$ cat src/rtl/opm_write_sequencer.sv
// Host-side write buffer for the IKAOPM core: queues {addr,data} pairs and replays
// each as phiM-aligned address/data strobes, then polls the OPM busy flag.
module opm_write_sequencer #(
    parameter int FIFO_DEPTH  = 16,
    parameter int STROBE_PCEN = 2,
    parameter int TIMEOUT     = 1023
) (
    input  logic       clk,
    input  logic       reset,
    input  logic       phim_pcen_n,
    input  logic       host_wr,
    input  logic       host_a0,
    input  logic [7:0] host_din,
    input  logic       host_rd_status,
    output logic [7:0] status_o,
    output logic       fifo_full_o,
    output logic       opm_cs_n,
    output logic       opm_wr_n,
    output logic       opm_rd_n,
    output logic       opm_a0,
    output logic [7:0] opm_d,
    input  logic [7:0] opm_q
);
    localparam int AW = $clog2(FIFO_DEPTH);
    localparam int PW = $clog2(STROBE_PCEN + 1);
    localparam int TW = $clog2(TIMEOUT + 1);
    localparam logic [AW:0]   FULL_CNT = (AW+1)'(FIFO_DEPTH);
    localparam logic [AW:0]   CNT_ONE  = (AW+1)'(1);
    localparam logic [AW-1:0] PTR_ONE  = AW'(1);
    localparam logic [PW-1:0] PC_LAST  = PW'(STROBE_PCEN);
    localparam logic [PW-1:0] PC_ONE   = PW'(1);
    localparam logic [TW-1:0] TMO_LAST = TW'(TIMEOUT - 1);
    localparam logic [TW-1:0] TCNT_ONE = TW'(1);

    typedef enum logic [2:0] {
        S_IDLE     = 3'd0,
        S_ADDR_WR  = 3'd1,
        S_ADDR_GAP = 3'd2,
        S_DATA_WR  = 3'd3,
        S_DATA_GAP = 3'd4,
        S_POLL     = 3'd5
    } state_t;

    state_t        r_state, w_state_nxt;
    logic [15:0]   r_mem [FIFO_DEPTH];
    logic [AW-1:0] r_wptr, r_rptr;
    logic [AW:0]   r_count;
    logic [7:0]    r_hold_addr, r_ent_a, r_ent_d, r_d;
    logic [PW-1:0] r_pcnt;
    logic [TW-1:0] r_tcnt;
    logic          r_ovf, r_tmo, r_cs_n, r_wr_n, r_rd_n, r_a0;

    logic        w_pulse, w_empty, w_full, w_pop, w_push_req, w_push, w_ovf_set;
    logic        w_tmo_set, w_rearm, w_busy;
    logic        w_cs_n_nxt, w_wr_n_nxt, w_rd_n_nxt, w_a0_nxt;
    logic [7:0]  w_d_nxt;
    logic [15:0] w_head;

    assign w_pulse    = ~phim_pcen_n;
    assign w_empty    = (r_count == {(AW+1){1'b0}});
    assign w_full     = (r_count == FULL_CNT);
    assign w_pop      = (r_state == S_IDLE) & ~w_empty;
    assign w_push_req = host_wr & host_a0;
    // A full FIFO still accepts a push when the same cycle frees a slot.
    assign w_push     = w_push_req & (~w_full | w_pop);
    assign w_ovf_set  = w_push_req & w_full & ~w_pop;
    assign w_head     = r_mem[r_rptr];
    assign w_busy     = ~w_empty | (r_state != S_IDLE);

    assign status_o    = {w_busy, r_ovf, r_tmo, 3'b000, opm_q[1:0]};
    assign fifo_full_o = w_full;
    assign opm_cs_n    = r_cs_n;
    assign opm_wr_n    = r_wr_n;
    assign opm_rd_n    = r_rd_n;
    assign opm_a0      = r_a0;
    assign opm_d       = r_d;

    // Next-state decode plus next values for the registered bus outputs.
    always_comb begin
        w_state_nxt = r_state;
        w_tmo_set   = 1'b0;
        w_rearm     = 1'b0;
        w_cs_n_nxt  = 1'b1;
        w_wr_n_nxt  = 1'b1;
        w_rd_n_nxt  = 1'b1;
        w_a0_nxt    = r_a0;
        w_d_nxt     = r_d;
        case (r_state)
            S_IDLE:     if (!w_empty) w_state_nxt = S_ADDR_WR; else w_state_nxt = S_IDLE;
            S_ADDR_WR:  if (r_pcnt == PC_LAST) w_state_nxt = S_ADDR_GAP; else w_state_nxt = S_ADDR_WR;
            S_ADDR_GAP: if (r_pcnt == PC_ONE) w_state_nxt = S_DATA_WR; else w_state_nxt = S_ADDR_GAP;
            S_DATA_WR:  if (r_pcnt == PC_LAST) w_state_nxt = S_DATA_GAP; else w_state_nxt = S_DATA_WR;
            S_DATA_GAP: if (r_pcnt == PC_ONE) w_state_nxt = S_POLL; else w_state_nxt = S_DATA_GAP;
            S_POLL: begin
                // A not-busy sample takes priority over a timeout in the same cycle.
                if ((r_pcnt == PC_LAST) && !opm_q[7]) begin
                    w_state_nxt = S_IDLE;
                end else if (r_tcnt == TMO_LAST) begin
                    w_state_nxt = S_IDLE;
                    w_tmo_set   = 1'b1;
                end else begin
                    w_state_nxt = S_POLL;
                    w_rearm     = (r_pcnt == PC_LAST);
                end
            end
            default:    w_state_nxt = S_IDLE;
        endcase
        case (w_state_nxt)
            S_ADDR_WR: begin w_cs_n_nxt = 1'b0; w_wr_n_nxt = 1'b0; w_a0_nxt = 1'b0; end
            S_DATA_WR: begin w_cs_n_nxt = 1'b0; w_wr_n_nxt = 1'b0; w_a0_nxt = 1'b1; end
            S_POLL:    begin w_cs_n_nxt = 1'b0; w_rd_n_nxt = 1'b0; w_a0_nxt = 1'b1; end
            default:   begin w_cs_n_nxt = 1'b1; w_wr_n_nxt = 1'b1; w_rd_n_nxt = 1'b1; end
        endcase
        if (w_pop) begin
            w_d_nxt = w_head[15:8];
        end else if ((w_state_nxt == S_DATA_WR) && (r_state != S_DATA_WR)) begin
            w_d_nxt = r_ent_d;
        end else begin
            w_d_nxt = r_d;
        end
    end

    // FIFO storage; contents are don't-care once the pointers are reset.
    always_ff @(posedge clk) begin
        if (w_push) r_mem[r_wptr] <= {r_hold_addr, host_din};
    end

    // FIFO pointers/count, holding address, sticky flags and popped entry.
    always_ff @(posedge clk) begin
        if (reset) begin
            r_wptr      <= {AW{1'b0}};
            r_rptr      <= {AW{1'b0}};
            r_count     <= {(AW+1){1'b0}};
            r_hold_addr <= 8'h00;
            r_ent_a     <= 8'h00;
            r_ent_d     <= 8'h00;
            r_ovf       <= 1'b0;
            r_tmo       <= 1'b0;
        end else begin
            if (w_push) r_wptr <= r_wptr + PTR_ONE;
            if (w_pop)  r_rptr <= r_rptr + PTR_ONE;
            if (w_push && !w_pop)      r_count <= r_count + CNT_ONE;
            else if (!w_push && w_pop) r_count <= r_count - CNT_ONE;
            if (host_wr && !host_a0) r_hold_addr <= host_din;
            if (w_pop) {r_ent_a, r_ent_d} <= w_head;
            if (w_ovf_set)           r_ovf <= 1'b1;
            else if (host_rd_status) r_ovf <= 1'b0;
            if (w_tmo_set)           r_tmo <= 1'b1;
            else if (host_rd_status) r_tmo <= 1'b0;
        end
    end

    // FSM state, per-state pulse counter, POLL cycle counter and bus outputs.
    always_ff @(posedge clk) begin
        if (reset) begin
            r_state <= S_IDLE;
            r_pcnt  <= {PW{1'b0}};
            r_tcnt  <= {TW{1'b0}};
            r_cs_n  <= 1'b1;
            r_wr_n  <= 1'b1;
            r_rd_n  <= 1'b1;
            r_a0    <= 1'b0;
            r_d     <= 8'h00;
        end else begin
            r_state <= w_state_nxt;
            if ((w_state_nxt != r_state) || w_rearm) r_pcnt <= {PW{1'b0}};
            else if (w_pulse && (r_pcnt != PC_LAST)) r_pcnt <= r_pcnt + PC_ONE;
            if ((r_state == S_POLL) && (w_state_nxt == S_POLL)) r_tcnt <= r_tcnt + TCNT_ONE;
            else r_tcnt <= {TW{1'b0}};
            r_cs_n  <= w_cs_n_nxt;
            r_wr_n  <= w_wr_n_nxt;
            r_rd_n  <= w_rd_n_nxt;
            r_a0    <= w_a0_nxt;
            r_d     <= w_d_nxt;
        end
    end
endmodule
$ cat config.mk
export PLATFORM = sky130hd
export DESIGN_NAME = opm_write_sequencer
export DESIGN_NICKNAME = d
export VERILOG_FILES = /design/src/rtl/opm_write_sequencer.sv
export SDC_FILE = /design/constraint.sdc
export NUM_CORES = 1
export LEC_CHECK = 0
export CORE_ASPECT_RATIO = 1.25
export CORE_MARGIN = 3
export CORE_UTILIZATION = 40
export DETAILED_ROUTE_END_ITERATION = 16
export PLACE_DENSITY = 0.57
export REMOVE_ABC_BUFFERS = 1
export SLEW_MARGIN = 10
export SYNTH_ARGS = -nofsm -noshare
export SYNTH_HDL_FRONTEND = slang
export SYNTH_SLANG_ARGS = --single-unit
$ cat constraint.sdc
create_clock -name clk -period 3.45 [get_ports clk]
set_input_delay 0.345 -clock clk [delete_from_list [all_inputs] [get_ports clk]]
set_output_delay 0.345 -clock clk [all_outputs]
set_load 0.005 [all_outputs]
==> impl_metrics.json, run 1 <==
{
  "sw_frac_of_total_pct": 26.6,
  "overflow": 0,
  "layout-drive-gt1-share_pct": 19.7,
  "yosysWarnings": 0,
  "track_usage_pct": 15.9,
  "synth_top_area_share_pct": 62.0,
  "seqPwrFrac_pct": 45.1,
  "synth_edf_count": 256,
  "startpoint_type": "register",
  "synth_top_family_by_area": "multiplexers",
  "max_slew_margin_pct": 28.7,
  "syn_avg_cell_area_um2": 17.3,
  "hold_viol_final": 0,
  "p_int_mw": 7.40,
  "drc": 0,
  "p_leak_nw": 4.63,
  "grt_first_pass_wirelength_mm": 40.1,
  "synth.distinct_cells": 49,
  "clock-sinks": 318,
  "worstSetupPathType": "register to register",
  "rsz0062_at_grt": "false",
  "clockRootBuffer": "clkbuf_16",
  "firstDrtPassIters": 4,
  "stdcell_count": 1189,
  "vdd_ir_drop_max_mv": 0.411,
  "hold_ws_ps": 415,
  "endpoint_kind": "register",
  "finalNetCount": 800,
  "core_mm2": 0.0303,
  "period_share_pct": 85.9,
  "clock_path_buffers": 3,
  "wl_per_cell_um": 21.7,
  "report.power.total_mw": 10.1,
  "grt_max_degree": 48,
  "dpl_worst_slack_ps": 514,
  "synth_common_cells": "256 x edfxtp_1, 72 x nor2_1, 64 x mux4_2, 62 x dfxtp_1, 34 x a21oi_1",
  "post_cts_resized": 0,
  "synthesis.area_mm2": 0.0124,
  "post-route-min-period_ps": 2970,
  "synth-compound-area-share_pct": 5.05,
  "min_path_type": "input pin to register",
  "fmax_mhz": 337,
  "synth-xor-area-share_pct": 1.41,
  "powerDensity_mw_per_mm2": 706,
  "yosysTopAreaCell": "edfxtp_1",
  "vias_per_cell": 5.30,
  "place_inst": 1133,
  "ant_nets": 0,
  "setup_viol": 0,
  "async_flop_share_pct": 0,
  "switchingPower_mw": 2.68,
  "rows": 71,
  "drv_slew": 0,
  "syn2layout_area_growth_pct": 15.1,
  "die_h_um": 203,
  "clock_latency_ps": 560,
  "cts-hold-fix-buffers": 0,
  "yosys-top-cells-area": "edfxtp_1 62%, mux4_2 12%, dfxtp_1 10%",
  "reg2reg_depth": 10,
  "antenna_found_initial": 0,
  "ioPinCount": 43,
  "antennaDiodeCount": 0,
  "synth-simple-area-share_pct": 5.12,
  "setup_ws_ps": 485,
  "ys_ff_latch": 318,
  "synth_ff_type": "edfxtp_1",
  "synth-adder-area-share_pct": 1.47,
  "place_hpwl_mm": 16.8,
  "cts_made_buffers": 30,
  "ys_seq_area_share_pct": 72.0,
  "p_clk_share_pct": 34.8,
  "finalSetupTns_ps": 0,
  "wl_mm": 25.8,
  "io_buffers": 30,
  "start_util_pct": 41.0,
  "synth_most_common_cell": "edfxtp_1",
  "syn_inst": 719,
  "clock_skew_ps": 20.6,
  "first_global_vias": 6733,
  "cts-htree-levels": 1,
  "post_cts_buffers": 0,
  "place.gp.congestion": 0.810,
  "crit_required_ps": 3920,
  "path_max_fanout": 5,
  "worst_pin_slew_ps": 1060,
  "status": "completed",
  "drt_iter0_drc": 439,
  "hold_depth": 2,
  "pwr-share-comb_pct": 20.1,
  "cts.reportedPaths.clkPinSlew_ps": 60,
  "dr_total_vias": 6298,
  "n_fill_cell": 2520,
  "die_width_um": 164,
  "synthMuxAreaShare_pct": 12.6,
  "cts_tree": "yes",
  "maxCapViolations": 0,
  "die_area_mm2": 0.0332,
  "crit_arrival_ps": 3430
}
[kinds of logic after synthesis]
logic type / after synthesis
buffers and inverters: 61
multiplexers: 76
flip-flops: 318
AND/OR/NAND/NOR: 137
adder cells (fa/ha/maj): 14
other: 1
AO/OA/AOI/OAI: 92
XOR/XNOR: 20
[through the flow]
step	utilization, %	cell area (um^2)
after CTS	47.1	14300
final	47.1	14300
after detailed placement	43.6	13200
after floorplan	-	12200
after global placement	43.6	13200
after global routing	47.1	14300
[layout by cell type, fill, tap and decap left out, types with 2 or more instances in the layout]
master           instances
edfxtp_1               256
o21ai_0                  5
clkdlybuf4s50_1         29
and2_1                   2
clkinv_2                 6
nand4_1                  3
a21oi_1                 34
nor3_1                  11
xnor2_1                 11
nand2b_1                 4
a211oi_1                 9
bufinv_16                7
buf_4                   27
ha_1                    13
nand2_1                 16
o311a_1                  2
mux2i_1                 12
nor3_2                   5
xor2_1                   9
nor2_1                  72
clkbuf_1                 3
dfxtp_1                 61
mux4_2                  64
inv_1                   13
nand3_1                  5
clkinv_1                 6
conb_1                   3
a22oi_1                 33
or3_1                    3
clkbuf_16               30
nor2b_1                  7
[routing by layer]
metal	global-route usage (%)	wire, um	share of wire (%)	vias to the layer above
li1	-	-	-	2891
met1	20.5	10600	41	3223
met2	27.9	13400	52	151
met3	1.82	928	3.6	33
met4	5.65	762	3.0	0
met5	0	0	0	-
[area by class of cell]
class                           count  area, um^2  area share [%]
Clock buffer                       33         762            5.34
Clock inverter                     23         300            2.10
Inverter                           14        52.6           0.368
Multi-Input combinational cell    342        3210            22.5
Sequential cell                   318        8930            62.6
Tap cell                          401         502            3.51
Timing Repair Buffer               58         518            3.63
[power by group through the flow]
stage               clock network, mW  registers [mW]  logic (mW)
finish                           3.50            4.55        2.03
global route                     3.74            4.59        2.23
CTS                              3.59            4.56        2.05
detailed placement                  0            4.64        2.04
global placement                    0            4.62        2.00
floorplan                           0            4.67        1.32
[worst max-delay path, stage by stage, from the launching register on]
cell and delay [ps]:
dfxtp_1 370, or4_4 600, o311a_1 370, ha_1 210, inv_1 150, ha_1 290
a21o_1 170, a21oi_1 180, xnor2_1 90, or3_1 310, a21oi_1 150
[registers in the layout, indices dropped and copies added, names as in the netlist, named ones only]
signal and cells:
r_tmo 1, opm_a0 1, r_tcnt 10, opm_wr_n 1, opm_rd_n 1, r_rptr 4
opm_d 8, r_ovf 1, r_count 5, r_wptr 4, r_ent_d 8, r_pcnt 2
opm_cs_n 1, r_state 3, r_mem 256, r_hold_addr 8
[path summary, 6_finish.rpt]
kind	startpoint	endpoint	slack (ps)
min reg2reg	r_tcnt[0]	r_tcnt[0]	470
min	reset	r_count[1]	410
max	r_count[0]	r_count[4]	480
max reg2reg	r_count[0]	r_count[4]	480
No activity file was read; power rests on OpenSTA's default activity.
==> run 2: changes to the inputs <==
--- a/config.mk
+++ b/config.mk
@@ -5,12 +5,15 @@
 export SDC_FILE = /design/constraint.sdc
 export NUM_CORES = 1
 export LEC_CHECK = 0
+export CAP_MARGIN = 20
 export CORE_ASPECT_RATIO = 1.25
 export CORE_MARGIN = 3
 export CORE_UTILIZATION = 40
 export DETAILED_ROUTE_END_ITERATION = 16
+export MAX_ROUTING_LAYER = met4
 export PLACE_DENSITY = 0.57
 export REMOVE_ABC_BUFFERS = 1
+export SKIP_CTS_REPAIR_TIMING = 1
 export SLEW_MARGIN = 10
 export SYNTH_ARGS = -nofsm -noshare
 export SYNTH_HDL_FRONTEND = slang
==> run 2 against run 1 <==
  * Critical endpoint unchanged
  * Utilization did not move
  * Final cell count did not move
  * Routed wire length barely moved
  * Combinational power barely moved
==> impl_metrics.json, run 2 (synthesis gave the netlist of run 1 again) <==
{
  "wl_per_cell_um": 21.6,
  "clockRootBuffer": "clkbuf_16",
  "largest_register": "r_mem",
  "setup_viol": 0,
  "cts_made_buffers": 30,
  "ioPinCount": 43,
  "vdd_ir_drop_max_mv": 0.412,
  "cts-htree-levels": 1,
  "grt_first_pass_wirelength_mm": 40.1,
  "post-route-min-period_ps": 2960,
  "io_buffers": 30,
  "period_share_pct": 85.7,
  "n_fill_cell": 2520,
  "setup_ws_ps": 493,
  "die_h_um": 203,
  "syn2layout_area_growth_pct": 15.1,
  "dpl_worst_slack_ps": 514,
  "crit_required_ps": 3920,
  "firstDrtPassIters": 5,
  "core_mm2": 0.0303,
  "cts_tree": "yes",
  "worst_pin_slew_ps": 1070,
  "layout-drive-gt1-share_pct": 19.7,
  "start_util_pct": 41.0,
  "largest_register_ffs": 256,
  "grt_max_degree": 48,
  "hold_viol_final": 0,
  "wl_mm": 25.7,
  "path_delay_family": "simple AND/OR/NAND/NOR gates",
  "crit_chain": "or4_4 -> o311a_1 -> ha_1 -> inv_1 -> ha_1 -> a21o_1 -> a21oi_1 -> xnor2_1 -> or3_1 -> a21oi_1",
  "finalNetCount": 800,
  "ant_nets": 0,
  "min_path_type": "input pin to register",
  "fmax_mhz": 338,
  "rows": 71,
  "p_leak_nw": 4.63,
  "maxCapViolations": 0,
  "cp_num_buf_inv": 1,
  "antennaDiodeCount": 0,
  "drv_slew": 0,
  "clock_skew_ps": 22.5,
  "startpoint_type": "register",
  "place_hpwl_mm": 16.8,
  "dr_total_vias": 6335,
  "first_global_vias": 6725,
  "clock_latency_ps": 570,
  "drt_iter0_drc": 475,
  "powerDensity_mw_per_mm2": 705,
  "stdcell_count": 1189,
  "overflow": 0,
  "cts.reportedPaths.clkPinSlew_ps": 60,
  "vias_per_cell": 5.33,
  "antenna_found_initial": 0,
  "mostFrequentLayoutCells": "256 x edfxtp_1, 72 x nor2_1, 64 x mux4_2, 61 x dfxtp_1, 34 x a21oi_1",
  "largestRegisters": "r_mem x256, r_tcnt x10",
  "slowest_delay_ps": 600,
  "drc": 0,
  "endpoint_kind": "register",
  "die_area_mm2": 0.0332,
  "rsz0062_at_grt": "false",
  "track_usage_pct": 16.4,
  "hold_ws_ps": 409,
  "crit_arrival_ps": 3420,
  "max_slew_margin_pct": 28.4,
  "die_width_um": 164,
  "place.gp.congestion": 0.822,
  "final_common_cell": "edfxtp_1",
  "crit_path_top_delay_cell": "or4_4",
  "clock_path_buffers": 3,
  "status": "completed",
  "clock-sinks": 318,
  "place_inst": 1133,
  "worstSetupPathType": "register to register",
  "path_max_fanout": 5
}
-- run 2: layout make-up --
type,instances,area (um^2),share of cell area (%)
clock buffer,33,762,5.34
clock inverter,23,300,2.10
tap,401,502,3.51
inverter,14,52.6,0.368
multi-input combinational,342,3210,22.5
timing repair buffer,58,518,3.63
sequential,318,8930,62.6
-- run 2: power breakdown --
| group | internal [mW] | switching, mW |
|---|---|---|
| Combinational | 0.966 | 1.06 |
| Clock | 2.12 | 1.38 |
| Sequential | 4.32 | 0.231 |
| Total | 7.40 | 2.67 |
-- run 2: path summary, 6_finish.rpt --
kind	from	end	slack, ps	cells past startpoint
worst max register to register	r_count[0]	r_count[4]	490	10
worst min register to register	r_tcnt[0]	r_tcnt[0]	470	1
worst max-delay path	r_count[0]	r_count[4]	490	10
worst min-delay path	reset	r_count[1]	410	2
-- run 2: stage by stage --
stage | utilization (%) | total power [mW] | TNS [ps] | cell area, um^2
floorplan | - | 5.99 | -8060 | 12200
global placement | 43.6 | 6.62 | 0 | 13200
detailed placement | 43.6 | 6.68 | 0 | 13200
CTS | 47.1 | 10.2 | 0 | 14300
global route | 47.1 | 10.6 | 0 | 14300
finish | 47.1 | 10.1 | 0 | 14300
-- run 2: per-layer routing --
layer | part of all wire [%] | track usage (%)
met1 | 41 | 20.6
met2 | 53 | 27.8
met3 | 3.2 | 1.82
met4 | 2.9 | 5.65
met5 | 0 | -
==> run 3: changes to the inputs <==
--- a/config.mk
+++ b/config.mk
@@ -10,6 +10,7 @@
 export CORE_MARGIN = 3
 export CORE_UTILIZATION = 40
 export DETAILED_ROUTE_END_ITERATION = 16
+export GPL_ROUTABILITY_DRIVEN = 0
 export MAX_ROUTING_LAYER = met4
 export PLACE_DENSITY = 0.57
 export REMOVE_ABC_BUFFERS = 1
==> results of run 3 <==
Final layout, timing and power as in run 2 (identical DEF).
